## config.mk

```make
export PLATFORM = sky130hd
export DESIGN_NAME = serial_register_loader
export DESIGN_NICKNAME = d
export VERILOG_FILES = /design/src/rtl/serial_loader_pkg.sv /design/src/rtl/bit_tick_divider.sv /design/src/rtl/serial_register_loader.sv
export SDC_FILE = /design/constraint.sdc
export NUM_CORES = 1
export LEC_CHECK = 0
export CAP_MARGIN = 20
export CORE_MARGIN = 2
export CORE_UTILIZATION = 40
export DETAILED_ROUTE_END_ITERATION = 10
export PLACE_DENSITY_LB_ADDON = 0.12
export SETUP_SLACK_MARGIN = 0.05
export SYNTH_ARGS = -nofsm -noshare
export SYNTH_HDL_FRONTEND = slang
export SYNTH_SLANG_ARGS = --single-unit
```

## constraint.sdc

```tcl
create_clock -name clk -period 3.3 [get_ports clk]
set_input_delay 0.99 -clock clk [delete_from_list [all_inputs] [get_ports clk]]
set_output_delay 0.99 -clock clk [all_outputs]
set_load 0.005 [all_outputs]
```

## src/rtl/serial_loader_pkg.sv

```systemverilog
// Shared types and helpers for the serial register loader.
package serial_loader_pkg;

    typedef enum logic [1:0] {
        IDLE  = 2'd0,
        SHIFT = 2'd1,
        DONE  = 2'd2
    } loader_state_t;

    // Counter width for a modulus n; never narrower than one bit.
    function automatic int cnt_w(input int n);
        int w;
        w = $clog2(n);
        return (w < 1) ? 1 : w;
    endfunction

endpackage

```

## src/rtl/bit_tick_divider.sv

```systemverilog
// Bit-window divider: counts enabled cycles modulo DIV and flags the last cycle of each window.
module bit_tick_divider
    import serial_loader_pkg::*;
#(
    parameter int unsigned DIV = 8
) (
    input  logic clk,
    input  logic rst_n,
    input  logic clr,
    input  logic en,
    output logic tick
);

    localparam int unsigned CW = cnt_w(DIV);

    logic [CW-1:0] cnt_q;
    logic [CW-1:0] cnt_d;

    always_comb begin
        cnt_d = cnt_q;
        if (clr) begin
            cnt_d = '0;
        end else if (en) begin
            cnt_d = (cnt_q == CW'(DIV - 1)) ? '0 : cnt_q + CW'(1);
        end
    end

    // tick is registered from the next count so it is high exactly while the count is DIV-1
    always_ff @(posedge clk or negedge rst_n) begin
        if (!rst_n) begin
            cnt_q <= '0;
            tick  <= 1'b0;
        end else begin
            cnt_q <= cnt_d;
            tick  <= (cnt_d == CW'(DIV - 1));
        end
    end

endmodule

```

## src/rtl/serial_register_loader.sv

```systemverilog
// Accepts a parallel word and serialises it to a downstream shift register,
// one bit and one single-cycle shift enable per DIV-cycle window.
module serial_register_loader
    import serial_loader_pkg::*;
#(
    parameter int unsigned WIDTH     = 4,
    parameter int unsigned DIV       = 8,
    parameter bit          MSB_FIRST = 1'b1
) (
    input  logic             clk,
    input  logic             rst_n,
    input  logic             flush,
    input  logic             load_valid,
    output logic             load_ready,
    input  logic [WIDTH-1:0] load_data,
    output logic             ser_data,
    output logic             ser_shift,
    output logic             busy,
    output logic             done
);

    localparam int unsigned BW = cnt_w(WIDTH + 1);

    loader_state_t    state_q;
    loader_state_t    state_d;
    logic [BW-1:0]    bit_cnt_q;
    logic [BW-1:0]    bit_cnt_d;
    logic [WIDTH-1:0] shadow_q;
    logic [WIDTH-1:0] shadow_d;
    logic [WIDTH-1:0] shifted_c;
    logic             ser_data_d;
    logic             busy_d;
    logic             done_d;
    logic             div_clr_c;
    logic             div_en_c;
    logic             tick;

    function automatic logic lead_bit(input logic [WIDTH-1:0] w);
        return MSB_FIRST ? w[WIDTH-1] : w[0];
    endfunction

    assign shifted_c  = MSB_FIRST ? (shadow_q << 1) : (shadow_q >> 1);
    assign load_ready = (state_q == IDLE) && !flush;
    assign div_en_c   = (state_q == SHIFT);
    // The divider tick is itself a flop aligned with the last cycle of each window
    assign ser_shift  = tick;

    bit_tick_divider #(
        .DIV (DIV)
    ) u_div (
        .clk   (clk),
        .rst_n (rst_n),
        .clr   (div_clr_c),
        .en    (div_en_c),
        .tick  (tick)
    );

    // Next-state and registered-output logic
    always_comb begin
        state_d    = state_q;
        bit_cnt_d  = bit_cnt_q;
        shadow_d   = shadow_q;
        ser_data_d = ser_data_q_w();
        done_d     = 1'b0;
        div_clr_c  = 1'b0;

        if (flush) begin
            state_d    = IDLE;
            bit_cnt_d  = '0;
            shadow_d   = '0;
            ser_data_d = 1'b0;
            div_clr_c  = 1'b1;
        end else begin
            case (state_q)
                IDLE: begin
                    div_clr_c = 1'b1;
                    if (load_valid) begin
                        state_d    = SHIFT;
                        shadow_d   = load_data;
                        bit_cnt_d  = '0;
                        ser_data_d = lead_bit(load_data);
                    end
                end
                SHIFT: begin
                    // The downstream register samples on the edge closing the tick cycle
                    if (tick) begin
                        bit_cnt_d = bit_cnt_q + BW'(1);
                        if (bit_cnt_q == BW'(WIDTH - 1)) begin
                            state_d    = DONE;
                            done_d     = 1'b1;
                            ser_data_d = 1'b0;
                            div_clr_c  = 1'b1;
                        end else begin
                            shadow_d   = shifted_c;
                            ser_data_d = lead_bit(shifted_c);
                        end
                    end
                end
                DONE: begin
                    state_d   = IDLE;
                    bit_cnt_d = '0;
                    div_clr_c = 1'b1;
                end
                default: begin
                    state_d    = IDLE;
                    bit_cnt_d  = '0;
                    ser_data_d = 1'b0;
                    div_clr_c  = 1'b1;
                end
            endcase
        end

        busy_d = (state_d != IDLE);
    end

    function automatic logic ser_data_q_w();
        return ser_data;
    endfunction

    always_ff @(posedge clk or negedge rst_n) begin
        if (!rst_n) begin
            state_q   <= IDLE;
            bit_cnt_q <= '0;
            shadow_q  <= '0;
            ser_data  <= 1'b0;
            busy      <= 1'b0;
            done      <= 1'b0;
        end else begin
            state_q   <= state_d;
            bit_cnt_q <= bit_cnt_d;
            shadow_q  <= shadow_d;
            ser_data  <= ser_data_d;
            busy      <= busy_d;
            done      <= done_d;
        end
    end

endmodule

```

-- Word level (Yosys, flattened, before mapping)
Cells that the tools add are included.
- flip-flop bits (word level): 15
- input bits: 8
- output and inout port bits: 5
- word-level logic and storage cells: 55
- $add $sub $neg: 2
- equal/unequal tests: 9
- muxes and demuxes: 28
- reduce and logical (&&, ||, !) cells: 8
- operator list (operator ; number):
    $mux 3 ; 10
    $pmux 3 s2 ; 2
    $mux 1 ; 10
    $mux 2 ; 4
    $add 3x1->3 const B ; 2
    $eq 3x3->1 const B ; 2
    $ne 3x3->1 const B ; 2
    $pmux 2 s2 ; 1
    $reduce_and 4->1 ; 1
    $eq 3x2->1 const B ; 1
    $ne 3x2->1 const B ; 1
    $pmux 1 s3 ; 1
    $reduce_and 3->1 ; 1
    $reduce_bool 3->1 ; 1
    $eq 2x1->1 const B ; 1
    $eq 2x2->1 const B ; 1
    $logic_not 2->1 ; 1
    $ne 2x2->1 const B ; 1
    $reduce_and 2->1 ; 1
    $reduce_bool 2->1 ; 1
    $logic_and 1x1->1 ; 1
    $logic_not 1->1 ; 1

-- Longest topological paths before layout
Gate-level depths: netlist (run 1).
- word-level depth: 7
- mapped depth: 5
- depth with buffers taken out: 5

-- Hierarchy
Synthesis (run 1) repeated with hierarchy kept, for this count alone.
- cell total of the unflattened synthesis: 73
- area total of the unflattened synthesis: 778.2 um^2
- modules (own cells, without submodules) (module ; times used ; cells each ; area an instance (um^2) ; seq. area each (um^2)):
    serial_register_loader ; 1 ; 56 ; 579.3 ; 275.3
    bit_tick_divider ; 1 ; 17 ; 198.9 ; 100.1

-- Worst setup path before layout (run 1)
No wires, ideal clock.
- kind: input -> output
- start point: input port flush
- end point: output port load_ready
- arrival time: 1.432 ns
- data required time: 2.310 ns
- setup slack: 0.878 ns
- cell stages on the path: 3
- path buffers: 1
- path through: or2_1 > clkbuf_1 > nor2_1
- cells in the longest elaborated chain, start to end: 2
- RTL lines (item ; line ; RTL):
    start, declared ; serial_register_loader.sv:12 ; input logic flush,
    $logic_not 1->1 ; serial_register_loader.sv:43 ; assign load_ready = (state_q == IDLE) && !flush;
    $logic_and 1x1->1 ; serial_register_loader.sv:43 ;
    end, declared ; serial_register_loader.sv:14 ; output logic load_ready,
No other way between the ends.

-- Worst setup path in the final report (run 1)
Ends and elaborated chain as after synthesis.

==> key figures, run 1 <==
Final layout
  • Register area: 375 µm²
  • Most frequent cells in the layout: dfrtp_1 (15), clkdlybuf4s50_1 (11), nor2_1 (6)
  • NumNets Final: 101
  • Finished Layout Cells: ~110
  • Commonest non-fill, non-tap cell in the layout: dfrtp_1
  • Area Overhead vs Synth: 22.1%
  • Share of cells above drive strength 1: 12.6%
  • Multi-input gate area: 382 µm²
  • Fillers: 185
  • Inserted Diodes: 0

Synthesis
  • Share of flip-flops with an asynchronous set or reset: 100%
  • Synth top area share: 47.8%
  • Prevailing post-synth register cell: dfrtp_1
  • Post-synth EDFFs: 0
  • Cells after Synth: 73
  • Syn_nets: 86
  • Synth cell types: 32
  • Yosys top cell by area: dfrtp_1
  • Seq cells post-synth: 15
  • Syn_area_per_cell: 10.8 µm²
  • Sequential share of the synthesized area: a little under half
  • Synth warn: 0
  • Mapped cell area: between 700 and 800 µm²
  • Top post-synthesis cells by area: dfrtp_1 (48%), ha_1 (8.0%), a21oi_1 (3.2%), nor3_1 (3.2%), mux2_2 (2.9%)

Timing
  • Worst relative slew slack: 53.5%
  • Tightest Pin Transition: roughly 0.70 ns
  • Final Skew: 0.000516 ns
  • Final hold violations: 0
  • Setup repair after global routing missed its margin: false
  • Peak Freq: 336 MHz
  • Slew Limit Fails: 0
  • Post-Route Setup TNS: 0 ns
  • Final worst path period need: 2.98 ns
  • Period utilization: between 90% and 100%
  • Setup-violating endpoint count in the final report: 0

Floorplan
  • Row Count: 16
  • Die W: about 48 µm
  • Initial Util: roughly 41%
  • Core box area: between 1500 and 2000 µm²
  • Die footprint: between 2000 and 2500 µm²
  • Top Ports: 13
  • Die height: 48.3 µm

Power and ir drop
  • Sequential share of power: 57.5%
  • Power Density: 356 nW/µm²
  • Sw Share: about 25%
  • Peak VDD IR: 0.186 mV
  • Leak: 0.440 nW
  • Internal: 257 µW
  • Sw Pwr: 84.9 µW
  • Combinational share of power: 11.6%
  • Clock power share: 31.0%

Critical path
  • Startpoint types: primary input
  • CP max FO: 2
  • WS Path Type: in2out
  • WP data arrival: ~2.0 ns
  • Worst EP required: 2.31 ns
  • Worst Setup End Kind: output port

Place
  • Post-DP HPWL: 1.04 mm
  • # port buffers: 12
  • RePlAce Congestion: 0.788
  • Dpl cells: 110

Flow run
  • Max Cap Viol: 0

Route
  • DRC: 0
  • Pre-antenna DRT Iters: 4
  • Final ANT Viol Nets: 0
  • Wire length per cell: 13.0 µm
  • Initial DRC count: 8
  • Total wire length: 1.49 mm
  • Vias per cell: 5.12
  • DR vias: 584

Clock tree
  • CTS Sinks: 15
  • Clock buffer depth: 2
  • Clock slew at reported path FFs: 0.09 ns
  • H-tree Lvls: 1
  • Cts hold-fix bufs: 0
  • Worst-Skew Late Latency: between 0.2 and 0.3 ns
  • Root Buffer: clkbuf_4
  • TritonCTS buffer count: 3
  • CTS tree: yes

Worst hold path
  • HP Class: reg2reg

Global routing
  • First-pass GRT wire length: 2.66 mm
  • Largest net degree at the start of global routing: 22
  • Remaining Overflow, GRT: 0
  • Antenna violations before repair: 0
  • Total GRT Usage: between 10 and 15%
  • Vias in the first global route: 597

Run status
  • Status: finished clean
==> path summary, 6_finish.rpt <==
path	from	to	slack (ns)	depth (start not counted)
setup / recovery	flush	load_ready	0.32	4
hold / removal	u_div.cnt_q[0]$_DFF_PN0_	u_div.tick$_DFF_PN0_	0.49	1
setup reg to reg	bit_cnt_q[0]$_DFFE_PN0P_	shadow_q[1]$_DFFE_PN0P_	1.83	5
hold reg to reg	u_div.cnt_q[0]$_DFF_PN0_	u_div.tick$_DFF_PN0_	0.49	1
max in group asynchronous	rst_n	bit_cnt_q[1]$_DFFE_PN0P_	1.74	1
min in group asynchronous	rst_n	u_div.cnt_q[2]$_DFF_PN0_	1.12	1
==> power groups by stage <==
stage | combinational [mW] | clock, mW | sequential [mW]
after detailed placement | 0.0409 | 0 | 0.200
after global placement | 0.0407 | 0 | 0.200
after floorplan | 0.0222 | 0 | 0.196
final | 0.0396 | 0.106 | 0.196
after CTS | 0.0405 | 0.114 | 0.196
after global routing | 0.0445 | 0.122 | 0.197
==> kinds of logic after synthesis <==
logic type	synth area share, %
compound gates	10.2
xor+xnor	1.11
fa+ha+maj	7.96
buf+inv	3.66
flops	47.8
mux	4.30
simple gates	25.0
==> synthesized netlist by cell type (2+ instances only) <==
cell / instances
ha_1: 5
nor3b_1: 2
or3_1: 2
buf_2: 2
nor3_1: 5
mux2_2: 2
nor2_1: 6
inv_1: 2
dfrtp_1: 15
a21oi_1: 5
nand2_1: 4
nand4b_1: 2
and4_1: 2
==> area by class of cell <==
| type | instances | share of cell area [%] |
|---|---|---|
| Multi-Input combinational cell | 52 | 39.8 |
| Sequential cell | 15 | 39.1 |
| Timing Repair Buffer | 14 | 14.0 |
| Tap cell | 27 | 3.52 |
| Clock buffer | 3 | 2.35 |
| Inverter | 2 | 0.782 |
| Clock inverter | 1 | 0.522 |
==> metrics by stage <==
stage	worst slack, ns	utilization (%)	hold slack (ns)	total power, mW	instance area [µm²]
2_1_floorplan	0.878	-	0.451	0.218	786
3_3_place_gp	0.0351	49.1	0.464	0.241	933
3_5_place_dp	0.0510	49.1	0.479	0.241	933
4_1_cts	0.318	50.5	0.494	0.351	960
5_1_grt	0.257	50.5	0.525	0.364	960
6_report	0.321	50.5	0.492	0.342	960
==> repair_timing <==
item                                    in CTS  in global routing
hold endpoints to repair                     0                  0
endpoints found under the setup margin       1                  0
buffers inserted                             0                  0
resized for setup                            1                  0
==> per-layer routing <==
layer,track usage [%],routed length [µm]
met2,22.5,685
met5,0,0
met4,5.71,9
met3,3.40,49
met1,19.7,741
==> flip-flops by register name, summed over array words and instances (netlist names) <==
signal,flops
u_div.tick,1
bit_cnt_q,3
u_div.cnt_q,3
busy,1
done,1
ser_data,1
state_q,2
shadow_q,3
==> worst max-delay path, stage by stage <==
cell and delay [ns]:
clkdlybuf4s50_1 0.43, or2_1 0.24, nor2_1 0.08, dlygate4sd2_1 0.24
(Power assumes the default switching activity.)
==> inputs of run 2 (changes only) <==
- CELL_PAD_IN_SITES_DETAIL_PLACEMENT: unset -> 1
- CELL_PAD_IN_SITES_GLOBAL_PLACEMENT: unset -> 2
- CORE_UTILIZATION: 40 -> 35
==> key figures, run 2 (synthesized netlist as in run 1, its figures left out) <==
Run status
  • Status: finished clean

Power and ir drop
  • Leak: 0.437 nW (-0.68%)
  • Peak VDD IR: 0.228 mV (+23%)
  • Power Density: 352 nW/µm² (-1.3%)

Critical path
  • R2R setup slack: 1.78 ns (-0.05 ns)
  • WS Path Type: in2out
  • CP max FO: 2 (unchanged)
  • WP data arrival: 2.00 ns (about the same)
  • Worst Setup End Kind: output port
  • Startpoint types: primary input
  • Worst EP required: 2.31 ns (about the same)

Timing
  • Final Skew: 0.000924 ns (+0.000408 ns)
  • Final worst path period need: 2.99 ns (+0.0145 ns)
  • Worst relative slew slack: 52.9% (-0.63 points)
  • Post-Route Setup TNS: 0 ns (unchanged)
  • Tightest Pin Transition: 0.705 ns (+0.00946 ns)
  • Final hold violations: 0 (unchanged)
  • Period utilization: 90.7% (+0.44 points)
  • Setup repair after global routing missed its margin: false
  • Peak Freq: 334 MHz (-0.48%)
  • Hold Slack: 0.488 ns (-0.00373 ns)
  • Setup-violating endpoint count in the final report: 0 (unchanged)
  • Slew Limit Fails: 0 (unchanged)

Place
  • Post-DP HPWL: 1.17 mm (+13%)
  • # port buffers: 12 (unchanged)
  • Dpl cells: 111 (+0.91%)
  • RePlAce Congestion: 0.641 (-19%)

Final layout
  • Area Overhead vs Synth: 22.1% (unchanged)
  • Commonest non-fill, non-tap cell in the layout: dfrtp_1
  • Share of cells above drive strength 1: 11.5% (-1.1 points)
  • Largest registers: bit_cnt_q: 3 flops, shadow_q: 3 flops, u_div.cnt_q: 3 flops
  • Final core occ: 44.2% (-6.2 points)
  • Finished Layout Cells: 115 (+0.88%)
  • Inserted Diodes: 0 (unchanged)
  • Most frequent cells in the layout: dfrtp_1 (15), clkdlybuf4s50_1 (11), nor2_1 (6)
  • NumNets Final: 101 (unchanged)
  • Fillers: 254 (+37%)

Clock tree
  • TritonCTS buffer count: 3 (unchanged)
  • Postcts setup bufs: 0 (unchanged)
  • Root Buffer: clkbuf_4
  • Cts hold-fix bufs: 0 (unchanged)
  • H-tree Lvls: 1 (unchanged)
  • Clock buffer depth: 2 (unchanged)
  • Worst-Skew Late Latency: 0.27 ns (about the same)
  • CTS Sinks: 15 (unchanged)
  • CTS tree: yes
  • Clock slew at reported path FFs: 0.08 ns (about the same)
  • Post-CTS sizing: 1 (unchanged)

Route
  • Vias per cell: 5.26 (+2.7%)
  • DR vias: 605 (+3.6%)
  • Pre-antenna DRT Iters: 2 (-2)
  • DRC: 0 (unchanged)
  • Initial DRC count: 5 (-3)
  • Wire length per cell: 13.7 µm (+5.1%)
  • Total wire length: 1.57 mm (+6.0%)
  • Final ANT Viol Nets: 0 (unchanged)

Floorplan
  • Die W: 51.4 µm (+6.3%)
  • Top Ports: 13 (unchanged)
  • Die height: 51.4 µm (+6.3%)
  • Initial Util: 36.2% (-5.1 points)
  • Core box area: 2170 µm² (+14%)
  • Die footprint: 2640 µm² (+13%)
  • Row Count: 17 (+1)

Worst hold path
  • HP Class: reg2reg

Global routing
  • Largest net degree at the start of global routing: 22 (unchanged)
  • Total GRT Usage: 14.8% (+0.27 points)
  • Remaining Overflow, GRT: 0 (unchanged)
  • First-pass GRT wire length: 2.84 mm (+7.0%)
  • Vias in the first global route: 631 (+5.7%)
  • Antenna violations before repair: 0 (unchanged)

Flow run
  • Max Cap Viol: 0 (unchanged)
[run 2: worst max-delay path, cell delays in order]
cell and delay (ns):
clkdlybuf4s50_1 0.43, or2_1 0.27, nor2_1 0.08, dlygate4sd2_1 0.24
[run 2: per-stage QoR]
step                total power, mW  instance area, µm²  worst slack, ns
floorplan                     0.218                 786            0.878
global placement              0.241                 935           0.0232
detailed placement            0.241                 935           0.0397
CTS                           0.345                 960            0.288
global route                  0.357                 960            0.231
finish                        0.337                 960            0.306
[run 2: path summary, 6_finish.rpt]
path,startpoint,end,cells past startpoint
worst min-delay path,u_div.cnt_q[0]$_DFF_PN0_,u_div.tick$_DFF_PN0_,1
worst max-delay path,flush,load_ready,4
worst max register to register,bit_cnt_q[0]$_DFFE_PN0P_,shadow_q[2]$_DFFE_PN0P_,5
worst min register to register,u_div.cnt_q[0]$_DFF_PN0_,u_div.tick$_DFF_PN0_,1
max in group asynchronous,rst_n,bit_cnt_q[0]$_DFFE_PN0P_,1
min in group asynchronous,rst_n,u_div.cnt_q[2]$_DFF_PN0_,1
[run 2: area by class of cell]
type / count / area (µm²) / area share (%)
clock buffer: 4 / 26.3 / 2.74
sequential: 15 / 375 / 39.1
tap: 28 / 35.0 / 3.65
multi-input combinational: 52 / 382 / 39.8
inverter: 2 / 7.51 / 0.782
timing repair buffer: 14 / 134 / 14.0
[run 2: metal layers]
| layer | part of all wire, % | track usage, % |
|---|---|---|
| met5 | 0 | 0 |
| met3 | 2.4 | 2.63 |
| met2 | 47 | 24.1 |
| met1 | 49 | 18.9 |
| met4 | 1.7 | 6.58 |
[run 2: where the power goes]
part	internal (mW)	leakage, nW	switching (mW)	total (mW)
logic	0.0225	0.219	0.0173	0.0398
registers	0.189	0.203	0.00704	0.196
clock network	0.0468	0.0150	0.0544	0.101
